File: src/rtl/ctrl_queue_push_arbiter.sv
// Round-robin arbiter sharing the control queue push port between NUM_REQ requesters.
// Grants are zero-latency: grant, push and pushedData follow req combinationally.
// A requester can lock the arbiter so that its multi-word command reaches the queue
// without words from other requesters in between.

`ifndef PS_PL_CTRL_QUEUE_DATA_BIT_SIZE
`define PS_PL_CTRL_QUEUE_DATA_BIT_SIZE 32
`endif

module ctrl_queue_push_arbiter #(
  parameter int unsigned NUM_REQ       = 4,
  parameter int unsigned DATA_WIDTH    = `PS_PL_CTRL_QUEUE_DATA_BIT_SIZE,
  parameter int unsigned REQ_IDX_WIDTH = $clog2(NUM_REQ)
) (
  input  logic                          clk,
  input  logic                          rst,
  input  logic [NUM_REQ-1:0]            req,
  input  logic [NUM_REQ-1:0]            lock,
  input  logic [NUM_REQ*DATA_WIDTH-1:0] reqData,
  output logic [NUM_REQ-1:0]            grant,
  input  logic                          queueFull,
  output logic                          push,
  output logic [DATA_WIDTH-1:0]         pushedData,
  output logic                          locked,
  output logic [REQ_IDX_WIDTH-1:0]      owner
);

  typedef enum logic [0:0] {StIdle, StLocked} state_e;

  state_e                   state_q;
  logic [REQ_IDX_WIDTH-1:0] rr_ptr_q;
  logic [REQ_IDX_WIDTH-1:0] owner_q;

  logic                     win_found;
  logic [REQ_IDX_WIDTH-1:0] win_idx;
  int unsigned              scan_idx;
  logic [REQ_IDX_WIDTH-1:0] cand_idx;

  logic                     sel_valid;
  logic [REQ_IDX_WIDTH-1:0] sel_idx;
  logic                     sel_lock;
  logic                     accept;
  logic [REQ_IDX_WIDTH-1:0] next_ptr;

  // Round-robin scan starting at rr_ptr_q; first requesting index wins.
  always_comb begin
    win_found = 1'b0;
    win_idx   = '0;
    scan_idx  = 0;
    cand_idx  = '0;
    for (int unsigned i = 0; i < NUM_REQ; i++) begin
      scan_idx = (32'(rr_ptr_q) + i) % NUM_REQ;
      cand_idx = REQ_IDX_WIDTH'(scan_idx);
      if (!win_found && req[cand_idx]) begin
        win_found = 1'b1;
        win_idx   = cand_idx;
      end
    end
  end

  // Candidate selection: round-robin winner when idle, only the owner when locked.
  always_comb begin
    if (state_q == StLocked) begin
      sel_valid = req[owner_q];
      sel_idx   = owner_q;
    end else begin
      sel_valid = win_found;
      sel_idx   = win_idx;
    end
    accept   = sel_valid && !queueFull;
    next_ptr = (sel_idx == REQ_IDX_WIDTH'(NUM_REQ - 1)) ? '0 : sel_idx + 1'b1;
  end

  // Output mux: one-hot grant, push strobe and forwarded word (zero when nothing accepted).
  always_comb begin
    grant      = '0;
    pushedData = '0;
    sel_lock   = 1'b0;
    for (int unsigned i = 0; i < NUM_REQ; i++) begin
      if (sel_idx == REQ_IDX_WIDTH'(i)) begin
        sel_lock = lock[i];
        if (accept) begin
          grant[i]   = 1'b1;
          pushedData = reqData[i*DATA_WIDTH +: DATA_WIDTH];
        end
      end
    end
    push = accept;
  end

  // Arbiter FSM; state only moves on an accepted word, so a full queue freezes everything.
  always_ff @(posedge clk) begin
    if (rst) begin
      state_q  <= StIdle;
      rr_ptr_q <= '0;
      owner_q  <= '0;
    end else if (accept) begin
      unique case (state_q)
        StIdle: begin
          if (sel_lock) begin
            state_q <= StLocked;
            owner_q <= sel_idx;
          end else begin
            rr_ptr_q <= next_ptr;
          end
        end
        StLocked: begin
          if (!sel_lock) begin
            state_q  <= StIdle;
            rr_ptr_q <= next_ptr;
          end
        end
        default: state_q <= StIdle;
      endcase
    end
  end

  assign locked = (state_q == StLocked);
  assign owner  = owner_q;

endmodule
File: config.mk
export PLATFORM = sky130hd
export DESIGN_NAME = ctrl_queue_push_arbiter
export DESIGN_NICKNAME = d
export VERILOG_FILES = /design/src/rtl/ctrl_queue_push_arbiter.sv
export SDC_FILE = /design/constraint.sdc
export NUM_CORES = 1
export LEC_CHECK = 0
export CORE_UTILIZATION = 30
export CTS_CLUSTER_SIZE = 24
export DETAILED_ROUTE_END_ITERATION = 8
export HOLD_SLACK_MARGIN = 0.15
export PLACE_DENSITY = 0.9
export SYNTH_ARGS = -nofsm -noshare
export SYNTH_HDL_FRONTEND = slang
export SYNTH_SLANG_ARGS = --single-unit
File: constraint.sdc
create_clock -name clk -period 4.6 [get_ports clk]
set_input_delay 0.69 -clock clk [delete_from_list [all_inputs] [get_ports clk]]
set_output_delay 0.69 -clock clk [all_outputs]
set_load 0.02 [all_outputs]
==> summary.md <==
| Metric | Value |
|---|---|
| Number of synthesized flops with an enable pin | 0 |
| Hold buffer count at cts | 0 |
| Switching share of power | 0.4964 |
| Final RePlAce weighted congestion | 0.9732 |
| Ant. Diodes | 0 |
| Most common cell after layout, fill and taps aside | sky130_fd_sc_hd__clkdlybuf4s50_1 |
| Maximum VDD drop | 321.7 µV |
| Pwr/cell area | 563.1 mW/mm² |
| Mux share of post-synthesis cell area | 0.05397 |
| Via count of the first global-routing pass | 2449 |
| Synthesized netlist cell count | 246 |
| Starting Density | 0.3177 |
| Commonest cells after routing, fill and taps aside | 167 x sky130_fd_sc_hd__clkdlybuf4s50_1, 38 x sky130_fd_sc_hd__a21oi_1, 37 x sky130_fd_sc_hd__nor2_1, 33 x sky130_fd_sc_hd__nor2b_1, 33 x sky130_fd_sc_hd__nor3_1 |
| Net switching component of the power | 972.4 µW |
| Relative contribution of combinational cells to total power | 0.913 |
| Cell Count Post-Placement | 478 |
| Worst path required time | 3.91 ns |
| Worst-skew pair later-pin latency | 0.22 ns |
| Placement-stage cell area | 0.003406 mm² |
| Filler instances | 414 |
| Post-Synth Adder-Cell Area | 0.03271 |
| Syn-to-layout area delta | 127.3% |
| Synthesized-area fraction occupied by xor and xnor cells | 0 |
| Crit path launch type | input pin |
| # H-tree levels | 1 |
| Skew final | 0.0002619 ns |
| Slew Limit Headroom | 0.7271 |
| Total congestion overflow after global routing | 0 |
| Sequential fraction of the synthesis area | 0.06541 |
| Wire length of the first global-routing pass | 10920 µm |
| Yosys top cell area share | 0.1774 |
| Core box area | 0.004817 mm² |
| Mean Syn Cell Area | 6.220 µm² |
| Critical path endpoint category | primary output |
| Final number of setup-violating endpoints | 0 |
| Area enclosed by the die boundary | 0.005391 mm² |
| Biggest area consumer among synthesized cells | sky130_fd_sc_hd__a221oi_1 |
| Clock network fraction of total power | 0.043 |
| Final hold violations | 0 |
| DR vias | 2552 |
| Area of the multi-input gates | 0.001287 mm² |
| TritonCTS sink count | 5 |
| Main combinational cell family by area after synthesis | simple AND/OR/NAND/NOR gates |
| CTS tree | built |
| Post-detailed-placement half-perimeter wirelength | 5775 µm |
| Post-detailed-route via-to-cell ratio | 5.295 |
| Post-layout minimum cycle time | 4.495 ns |
| GRT Total Usage | 0.2561 |
| Crit Path Max Fanout | 31 |
| Post-synthesis share of cell area spent on and, or, nand and nor gates | 0.4056 |
| Main area contributors after synthesis | sky130_fd_sc_hd__a221oi_1 18%, sky130_fd_sc_hd__nor2b_1 14%, sky130_fd_sc_hd__a21oi_1 12% |
| Number of synthesized register bits | 5 |
| Syn Std Cell Area | 0.001530 mm² |
| Status | completed |
| Ports | 179 |
| Post-layout nets | 559 |
| Final setup TNS | 0 ns |
| Fraction of layout cells with a size suffix above 1 | 0.05301 |
| Initial antenna violation count | 0 |
| DRC errors left | 0 |
| TritonRoute pass-1 iters | 4 |
| Die outline width | 73.42 µm |
| Register area | 100.1 µm² |
| Final Slew Violations | 0 |
| Startpoint-to-endpoint class of the critical path | input pin to primary output |
| Wirelength per Cell | 15.56 µm |
| Fin cells | 482 |
| Int Power | 986.3 µW |
| Share of the synthesized area in compound gates (AO/OA/AOI/OAI) | 0.3442 |
| Number of maximum-capacitance violations | 0 |
| Top achievable clock speed | 222.5 MHz |
| Post-Route WL | 7499 µm |
| Iter 0 DRT Violations | 88 |
| Clock tree root driver cell | sky130_fd_sc_hd__clkbuf_8 |
| Number of buffers inserted by port buffering | 178 |
| Period utilization | 0.9772 |
| Worst hold path type | flop to flop |
| Number of routed nets with antenna violations | 0 |
| Setup repair after global routing missed its margin | no |
| Synth warn | 0 |
| Sequential group share of total power | 0.044 |
| Tightest Pin Transition | 0.4068 ns |
| Nets in the synthesized netlist | 389 |
| Clock Pin Slew Worst Setup and Hold Paths | 0.04 ns |
| Worst EP arrival | 3.80 ns |
| Std cell rows | 25 |
| Total clock buffers created by CTS | 3 |
| Leakage | 1.442 nW |
| Top FF cell, synth | sky130_fd_sc_hd__dfxtp_1 |
| Design area | 0.003478 mm² |
| Worst Slack Setup Final | 0.1051 ns |
| Die height | 73.42 µm |
| Share of async-settable or async-resettable flops after synthesis | 0 |
| Pin count of the biggest net entering global routing | 48 |
| Count of different cell masters after synthesis | 29 |
| Placement Setup Slack | 0.1145 ns |
| Bufs on Longest Clock Path | 2 |
## sequential cells by signal, summed over array words and instances, names as in the netlist
register and flops:
owner 2, rr_ptr_q 2, locked 1
## stage by stage
step                      utilization  hold slack, ns  total power, mW
after floorplan                     -          0.5229            1.181
after global placement         0.7070          0.5575            1.832
after detailed placement       0.7070          0.5688            1.871
after CTS                      0.7164          0.5790            1.965
after global routing           0.7221          0.6160            2.121
final                          0.7221          0.5874            1.959
## timing repair
item,4_1_cts,5_1_grt
buffers inserted,0,0
endpoints found under the setup margin,0,11
gates resized for setup,0,11
endpoints found under the hold margin,0,0
## worst paths after layout
path	startpoint	to	slack, ns	cells past startpoint
max	req[0]	pushedData[14]	0.11	13
min	locked	locked	0.59	2
max reg2reg	rr_ptr_q[1]	owner[0]	1.75	12
min reg2reg	locked	locked	0.59	2
## worst max-delay path: stages
cell and delay, ns:
sky130_fd_sc_hd__clkdlybuf4s50_1 0.49, sky130_fd_sc_hd__or4_4 0.57, sky130_fd_sc_hd__o211ai_1 0.11, sky130_fd_sc_hd__o31a_1 0.17, sky130_fd_sc_hd__inv_1 0.07, sky130_fd_sc_hd__ha_1 0.24
sky130_fd_sc_hd__nor2b_2 0.17, sky130_fd_sc_hd__buf_12 0.21, sky130_fd_sc_hd__a221oi_1 0.09, sky130_fd_sc_hd__nor3_1 0.18, sky130_fd_sc_hd__a21oi_1 0.09, sky130_fd_sc_hd__nor2_1 0.11
sky130_fd_sc_hd__clkdlybuf4s50_1 0.61
## metal layers
layer  up-vias  GRT usage  routed length [µm]
met4         0    0.04701                  93
met2       121     0.5134                3942
met5         -          0                   0
li1       1247          -                   -
met3        12    0.07270                 640
met1      1172     0.2617                2823
## kinds of logic after synthesis
| logic type | Yosys count |
|---|---|
| and+or+nand+nor | 121 |
| AOI/OAI and AO/OA | 78 |
| buffers and inverters | 31 |
| muxes | 7 |
| DFF | 5 |
| adders and majority gates | 4 |
## layout make-up
cell class / instances / area share
repair buffers: 190 / 0.5568
clock buffers: 4 / 0.01295
multi-input cells: 210 / 0.3701
inverters: 6 / 0.007194
well taps: 67 / 0.02410
flip-flops and latches: 5 / 0.02878
## synthesized netlist by cell type (2+ instances only)
cell type / count
sky130_fd_sc_hd__a211oi_1: 2
sky130_fd_sc_hd__a21oi_1: 38
sky130_fd_sc_hd__a221oi_1: 31
sky130_fd_sc_hd__and2_1: 5
sky130_fd_sc_hd__buf_6: 4
sky130_fd_sc_hd__clkbuf_1: 19
sky130_fd_sc_hd__dfxtp_1: 5
sky130_fd_sc_hd__ha_1: 4
sky130_fd_sc_hd__inv_1: 5
sky130_fd_sc_hd__mux2i_1: 6
sky130_fd_sc_hd__nand2_1: 4
sky130_fd_sc_hd__nand2b_1: 2
sky130_fd_sc_hd__nand3b_1: 2
sky130_fd_sc_hd__nor2_1: 37
sky130_fd_sc_hd__nor2b_1: 34
sky130_fd_sc_hd__nor3_1: 33
sky130_fd_sc_hd__o21ai_0: 3
## power by group through the flow
stage / Sequential, mW / Combinational (mW) / Clock (mW)
6_report: 0.0870 / 1.79 / 0.0839
3_3_place_gp: 0.0847 / 1.75 / 0
4_1_cts: 0.0854 / 1.79 / 0.0851
5_1_grt: 0.0900 / 1.94 / 0.0880
2_1_floorplan: 0.0883 / 1.09 / 0
3_5_place_dp: 0.0856 / 1.79 / 0
Power figures use the tool's default switching activity.
